$ cat config.mk
export PLATFORM = sky130hd
export DESIGN_NAME = uart_tx_buffer
export DESIGN_NICKNAME = d
export VERILOG_FILES = /design/src/rtl/uart_tx_buffer.sv
export SDC_FILE = /design/constraint.sdc
export NUM_CORES = 1
export LEC_CHECK = 0
export ABC_AREA = 1
export CORE_MARGIN = 3
export CORE_UTILIZATION = 62
export CTS_BUF_LIST = sky130_fd_sc_hd__clkbuf_4 sky130_fd_sc_hd__clkbuf_8
export DETAILED_ROUTE_END_ITERATION = 8
export PLACE_DENSITY = 0.82
export SYNTH_ARGS = -nofsm -noshare
export SYNTH_HDL_FRONTEND = slang
export SYNTH_SLANG_ARGS = --single-unit
$ cat constraint.sdc
create_clock -name clk -period 2.3 [get_ports clk]
set_input_delay 0.575 -clock clk [delete_from_list [all_inputs] [get_ports clk]]
set_output_delay 0.575 -clock clk [all_outputs]
set_load 0.02 [all_outputs]
$ cat src/rtl/uart_tx_buffer.sv
// Byte FIFO in front of a UART transmitter: buffers writes and hands bytes one at a
// time to the transmitter with a send/busy handshake, busy arriving from a slower domain.
module uart_tx_buffer #(
    parameter int DEPTH      = 16,
    parameter int DATA_WIDTH = 8
) (
    input  logic                      clk,
    input  logic                      reset,
    input  logic [DATA_WIDTH-1:0]     wr_data,
    input  logic                      wr_en,
    output logic                      full,
    output logic                      empty,
    output logic [$clog2(DEPTH):0]    count,
    output logic                      overflow,
    output logic [DATA_WIDTH-1:0]     tx_data,
    output logic                      tx_send,
    input  logic                      tx_busy
);

    localparam int AW = $clog2(DEPTH);

    typedef enum logic [1:0] {
        IDLE      = 2'd0,
        REQUEST   = 2'd1,
        WAIT_DONE = 2'd2
    } state_t;

    state_t                state_reg, state_next;
    logic [DATA_WIDTH-1:0] mem [DEPTH];
    logic [AW-1:0]         rd_ptr_reg, wr_ptr_reg;
    logic [AW:0]           count_reg, count_next;
    logic                  full_reg, empty_reg, overflow_reg;
    logic                  tx_send_reg;
    logic [DATA_WIDTH-1:0] tx_data_reg;
    logic                  busy_meta_reg, busy_s_reg;
    logic                  wr_ok, pop;

    // Writes while full are dropped; reset also blocks the storage write.
    assign wr_ok = wr_en && !full_reg && !reset;

    // Storage is deliberately left out of reset so it can map onto block RAM.
    always_ff @(posedge clk) begin
        if (wr_ok) begin
            mem[wr_ptr_reg] <= wr_data;
        end
    end

    always_comb begin
        state_next = state_reg;
        pop        = 1'b0;
        case (state_reg)
            IDLE: begin
                if (!empty_reg) begin
                    pop        = 1'b1;
                    state_next = REQUEST;
                end
            end
            REQUEST: begin
                if (busy_s_reg) begin
                    state_next = WAIT_DONE;
                end
            end
            WAIT_DONE: begin
                if (!busy_s_reg) begin
                    state_next = IDLE;
                end
            end
            default: state_next = IDLE;
        endcase
    end

    always_comb begin
        count_next = count_reg;
        case ({wr_ok, pop})
            2'b10:   count_next = count_reg + (AW+1)'(1);
            2'b01:   count_next = count_reg - (AW+1)'(1);
            default: count_next = count_reg;
        endcase
    end

    always_ff @(posedge clk) begin
        if (reset) begin
            state_reg     <= IDLE;
            rd_ptr_reg    <= '0;
            wr_ptr_reg    <= '0;
            count_reg     <= '0;
            empty_reg     <= 1'b1;
            full_reg      <= 1'b0;
            overflow_reg  <= 1'b0;
            tx_send_reg   <= 1'b0;
            tx_data_reg   <= '0;
            busy_meta_reg <= 1'b0;
            busy_s_reg    <= 1'b0;
        end else begin
            state_reg     <= state_next;
            busy_meta_reg <= tx_busy;
            busy_s_reg    <= busy_meta_reg;
            if (wr_ok) begin
                wr_ptr_reg <= wr_ptr_reg + AW'(1);
            end
            // The head byte is captured at pop and held until the next pop.
            if (pop) begin
                rd_ptr_reg  <= rd_ptr_reg + AW'(1);
                tx_data_reg <= mem[rd_ptr_reg];
            end
            count_reg <= count_next;
            empty_reg <= (count_next == '0);
            full_reg  <= (count_next == (AW+1)'(DEPTH));
            if (wr_en && full_reg) begin
                overflow_reg <= 1'b1;
            end
            tx_send_reg <= (state_next == REQUEST);
        end
    end

    assign full     = full_reg;
    assign empty    = empty_reg;
    assign count    = count_reg;
    assign overflow = overflow_reg;
    assign tx_data  = tx_data_reg;
    assign tx_send  = tx_send_reg;

endmodule
==> results of run 1 <==
==> path summary, 6_finish.rpt <==
check | startpoint | to | slack (ns)
max | empty | empty | 0.15
min | busy_meta_reg | busy_s_reg | 0.41
max reg2reg | state_reg[1] | count[4] | 0.37
min reg2reg | busy_meta_reg | busy_s_reg | 0.41
==> through the flow <==
step / cell area, sq um / setup slack (ns) / hold WS, ns / util [%]
floorplan: 6379 / 0.3325 / 0.3883 / -
global placement: 6940 / -0.1461 / 0.4040 / 70.04
detailed placement: 6940 / -0.2393 / 0.4100 / 70.04
CTS: 7362 / 0.1376 / 0.4140 / 74.29
global route: 7377 / 0.03004 / 0.4396 / 74.44
finish: 7377 / 0.1469 / 0.4087 / 74.44
==> area by class of cell <==
class | count | area, sq um
flip-flops and latches | 157 | 4425
well taps | 133 | 166.4
inverters | 40 | 150.1
clock inverters | 10 | 165.2
fillers | 620 | 2532
clock buffers | 20 | 256.5
repair buffers | 62 | 560.5
multi-input cells | 333 | 1653
==> layer usage <==
metal | vias to the layer above | global-route usage (%) | part of all wire [%]
met2 | 250 | 42.45 | 49
met5 | - | 0 | 0
met1 | 2168 | 32.56 | 38
li1 | 2083 | - | -
met3 | 34 | 7.618 | 9.4
met4 | 0 | 11.45 | 3.0
==> logic make-up (layout without fill, tap and decap cells) <==
kind of cell	Yosys count	after routing	share of synthesized area, %
xor+xnor	1	1	0.1373
compound gates	147	147	12.59
fa+ha+maj	7	7	1.373
buf+inv	69	132	4.727
simple gates	178	178	11.81
flops	157	157	69.36
==> cells in the final DEF (no fill, tap or decap), types with 2 or more instances in the layout <==
cell             count
a21oi_1             10
buf_12               2
buf_4               32
bufinv_16            4
clkbuf_4             3
clkbuf_8            17
clkdlybuf4s50_1     28
clkinvlp_4           2
dfxtp_1             28
edfxtp_1           128
ha_1                 7
inv_1               38
inv_2                2
inv_6                2
nand2_1             28
nand2_2              4
nand3_1             16
nand3_2              2
nor2_1             122
o21ai_0             75
o21ai_1             21
o221ai_1             4
o22ai_1             35
==> worst reg2reg max path, delay by kind of cell, from the launching register on <==
kind	cells	cell delay, ns
AOI/OAI and AO/OA	1	0.17
adders and majority gates	1	0.14
buffers and inverters	4	0.23
DFF	1	0.31
and+or+nand+nor	11	0.98
==> power by group through the flow <==
stage,clock network [uW],registers (uW),logic (uW)
finish,2180,3390,2660
CTS,2200,3380,2600
global route,2330,3400,2900
floorplan,0,3570,1560
global placement,0,3440,2500
detailed placement,0,3450,2580
==> results.json, run 1 <==
{
  "status": "finished clean",
  "finish.cell_count_without_fillers": 755,
  "synth_top_area_share_pct": 60.26,
  "rsz0062_at_grt": "false",
  "place_inst": 723,
  "finalHoldViolCount": 0,
  "postSynth.topFlopCell": "edfxtp_1",
  "critPathLaunchType": "flop",
  "switching_share_pct": 34.05,
  "clock_tree.root_cell": "clkbuf_8",
  "worst-endpoint-required_ns": 1.73,
  "whs_path_depth": 2,
  "setup.worst_path.end_class": "output pin",
  "switching_power_uw": 2801,
  "clkTransAtPathRegs_ns": 0.08,
  "initial_utilization_pct": 64.37,
  "grt_antenna_before_repair": 0,
  "gr-total-overflow": 0,
  "drtPass1Iterations": 6,
  "synth_top_area_cells": "edfxtp_1, dfxtp_1, nor2_1",
  "ctsResizeCount": 0,
  "wirelength_mm": 14.30,
  "tritoncts": "yes",
  "synth.yosys.seq_area_share_pct": 69.36,
  "gp_weighted_congestion": 0.8710,
  "total_power_uw": 8227,
  "syn_area_sq_um": 6379,
  "final.setup_skew_ns": 0.01507,
  "power.leakage_uw": 0.002667,
  "critical-path-slowest-cell": "clkdlybuf4s50_1",
  "criticalPathCategory": "flop to output pin",
  "hold_removal_path_class": "flop to flop",
  "grtUsageTotal_pct": 26.04,
  "initialDrtViolationCount": 630,
  "drt-vias-per-instance": 6.007,
  "crit_arrival_ns": 1.58,
  "cp_max_fo": 2,
  "clockBufferDepth": 2,
  "grt_pass1_vias": 4379,
  "internal_power_uw": 5425,
  "die_y_um": 107.4,
  "h-tree-depth": 4,
  "postSynthAreaPerCell_sq_um": 11.41,
  "power.density_nw_per_um2": 1115,
  "syn2layout_area_growth_pct": 15.65,
  "top_level_ports": 29,
  "setup_total_negative_slack_ns": 0,
  "pwr-share-clk_pct": 26.4,
  "fp.coreArea_sq_um": 9910,
  "largest_reg_flops": 128,
  "net_total_in_the_final_layout": 630,
  "finalSetupViolations": 0,
  "diodes": 0,
  "synth_common_cells": "edfxtp_1, nor2_1, o21ai_0",
  "die_w_um": 107.4,
  "mappedNetlistNets": 578,
  "cts_setup_buffers": 0,
  "core.rowCount": 36,
  "grt_max_degree": 48,
  "yosys_warnings": 0,
  "detailroute.via_count": 4535,
  "portBuffers": 28,
  "synthesis.instances": 559,
  "slew_violations": 0,
  "worst-path-buf-inv": 1,
  "ff2ff_path_depth": 17,
  "grt_pass1_wl_mm": 22.15,
  "cp_num_cells": 1,
  "synthMostInstantiatedCell": "edfxtp_1",
  "worst_skew_pair.late_latency_ns": 0.46,
  "timing.final.crit_period_ns": 2.153,
  "ys_ff_latch": 157,
  "yosys.area.top_type": "edfxtp_1",
  "final_cycle_utilization_of_the_critical_path_pct": 93.61,
  "fmaxAchievable_mhz": 464.5,
  "dieArea_sq_um": 11540,
  "max_slew_headroom_at_the_worst_pin_pct": 52.49,
  "wl_per_cell_um": 18.94,
  "crit_path_cell_trace": "clkdlybuf4s50_1",
  "post_synth_num_cell_types": 29,
  "timing.max_cap.violations": 0,
  "path_delay_family": "buffers and inverters",
  "post_cts_hold_buffer_count": 0,
  "ant_nets": 0,
  "tritoncts.num_buffers": 17,
  "seqPwrFrac_pct": 41.2,
  "power.combinational.fraction_pct": 32.3,
  "drc_violations": 0,
  "delay_contributed_by_the_slowest_stage_of_the_critical_path_ns": 0.66,
  "vdd_ir_max_mv": 0.6891,
  "synth-edff-count": 128,
  "detailed_place_hpwl_mm": 9.173,
  "drive_above_1_share_pct": 12.22,
  "async_flop_share_pct": 0,
  "worst_pin_slew_ns": 0.7105,
  "cts.sinks": 157
}
(Power assumes the default switching activity.)
==> run 2: changes to the inputs <==
--- a/config.mk
+++ b/config.mk
@@ -11,6 +11,7 @@
 export CTS_BUF_LIST = sky130_fd_sc_hd__clkbuf_4 sky130_fd_sc_hd__clkbuf_8
 export DETAILED_ROUTE_END_ITERATION = 8
 export PLACE_DENSITY = 0.82
+export SLEW_MARGIN = 10
 export SYNTH_ARGS = -nofsm -noshare
 export SYNTH_HDL_FRONTEND = slang
 export SYNTH_SLANG_ARGS = --single-unit
==> results of run 2 <==
Final layout, timing and power as in run 1 (identical DEF).
==> patch (flow settings as in run 1) <==
Put one more register stage on the output `count`, cleared by the reset. The value now appears one clock later. The other outputs are not delayed to match.
--- a/src/rtl/uart_tx_buffer.sv
+++ b/src/rtl/uart_tx_buffer.sv
@@ -115,7 +115,13 @@
 
     assign full     = full_reg;
     assign empty    = empty_reg;
-    assign count    = count_reg;
+    always_ff @(posedge clk) begin
+        if (reset) begin
+            count <= '0;
+        end else begin
+            count <= count_reg;
+        end
+    end
     assign overflow = overflow_reg;
     assign tx_data  = tx_data_reg;
     assign tx_send  = tx_send_reg;
Behaviour: not the same (Yosys sat finds a counterexample within 4 cycles, from zero or initial values and one cycle with reset high).
==> patch against run 1 <==
  * Area after synthesis increased by 2.2%
  * Wire length about the same
  * Worst setup slack improved by 0.047 ns
  * Total power increased by 1.4%
  * Global-route usage decreased by 0.17 points
  * Via count increased by 0.53%
  * Final cell count increased by 1.2%
  * Sequential share of layout area increased by 0.42 points
  * Non-clock buffer count decreased by 3
  * Critical path type is now in -> reg
  * Cell area increased by 1.5%
  * First-iteration DRC count decreased by 23%
  * Sequential cell count increased by 5
==> patch: results (changes against run 1) <==
Global routing
  – GRT Total Usage: 0.259 (-0.00172)
  – Routing usage on met2: 0.425 (+0.000492)
  – First-pass GRT wire length: 22100 um (-0.16%)
  – Vias in the first global route: 4326 (-1.2%)

Critical path
  – Worst R2R End: full
  – Worst setup path startpoint: wr_en
  – CP arrival: 2.48 ns (+0.90 ns)

Detailed routing
  – DR vias: 4559 (+0.53%)
  – DR vias/cell: 5.97 (-0.66%)
  – Total Wirelength: 14300 um (about the same)
  – First drt pass iteration count: 5 (-1)
  – Met3 WL: 1410 um (+4.9%)
  – Wire length on met2: 7130 um (+1.3%)

Logic synthesis
  – Mapped Avg Cell Area: 11.4 sq um (+0.22%)
  – Top post-synthesis cells by area: edfxtp_1, dfxtp_1, nor2_1, o21ai_0, o22ai_1
  – Commonest cells in the netlist: edfxtp_1, nor2_1, o21ai_0
  – Post-synthesis adder-cell area fraction: 0.0134 (-0.000295)
  – Post-synthesis net count: 589 (+1.9%)
  – Register area share after synthesis: 0.694 (about the same)
  – Area fraction in compound gates after synthesis: 0.123 (-0.00271)

Run status
  – Outcome: finished clean

Finish
  – Ratio of cells with drive above 1 in the final layout: 0.124 (+0.00143)

Clock tree
  – Clock latency on the worst-skew pair: 0.44 ns (-0.02 ns)

Timing
  – Clock skew: 0.0106 ns (-0.00444 ns)
  – Slew margin rel.: 0.576 (+0.0513)
  – Final setup margin: 0.193 ns (+0.0465 ns)

Place
  – Placed insts: 732 (+1.2%)
[patch: area by class of cell]
cell class              instances  area (sq um)
clock buffers                  18           241
clock inverters                14           204
fillers                       630          2510
inverters                      40           158
multi-input cells             338          1670
flip-flops and latches        162          4530
well taps                     133           166
repair buffers                 59           528
[patch: where the power goes]
group          internal, mW  switching, mW  total, mW
clock network          1.21           1.06       2.28
logic                 0.912           1.69       2.60
registers              3.35          0.114       3.46
[patch: critical path, stage by stage]
cell,delay [ns]
clkdlybuf4s50_1,0.52
nand3b_4,0.13
nand2_4,0.11
nand2_1,0.07
nand2_1,0.07
inv_1,0.06
ha_1,0.17
inv_1,0.05
nand2_1,0.08
inv_1,0.06
nand2_1,0.05
nand3_1,0.07
o21ai_1,0.09
nor2_1,0.10
nand3_1,0.12
o21bai_2,0.13
[patch: timing repair]
action                     in CTS  in global routing
setup endpoints to repair       0                  3
hold endpoints to repair        0                  0
gates resized for setup         0                  2
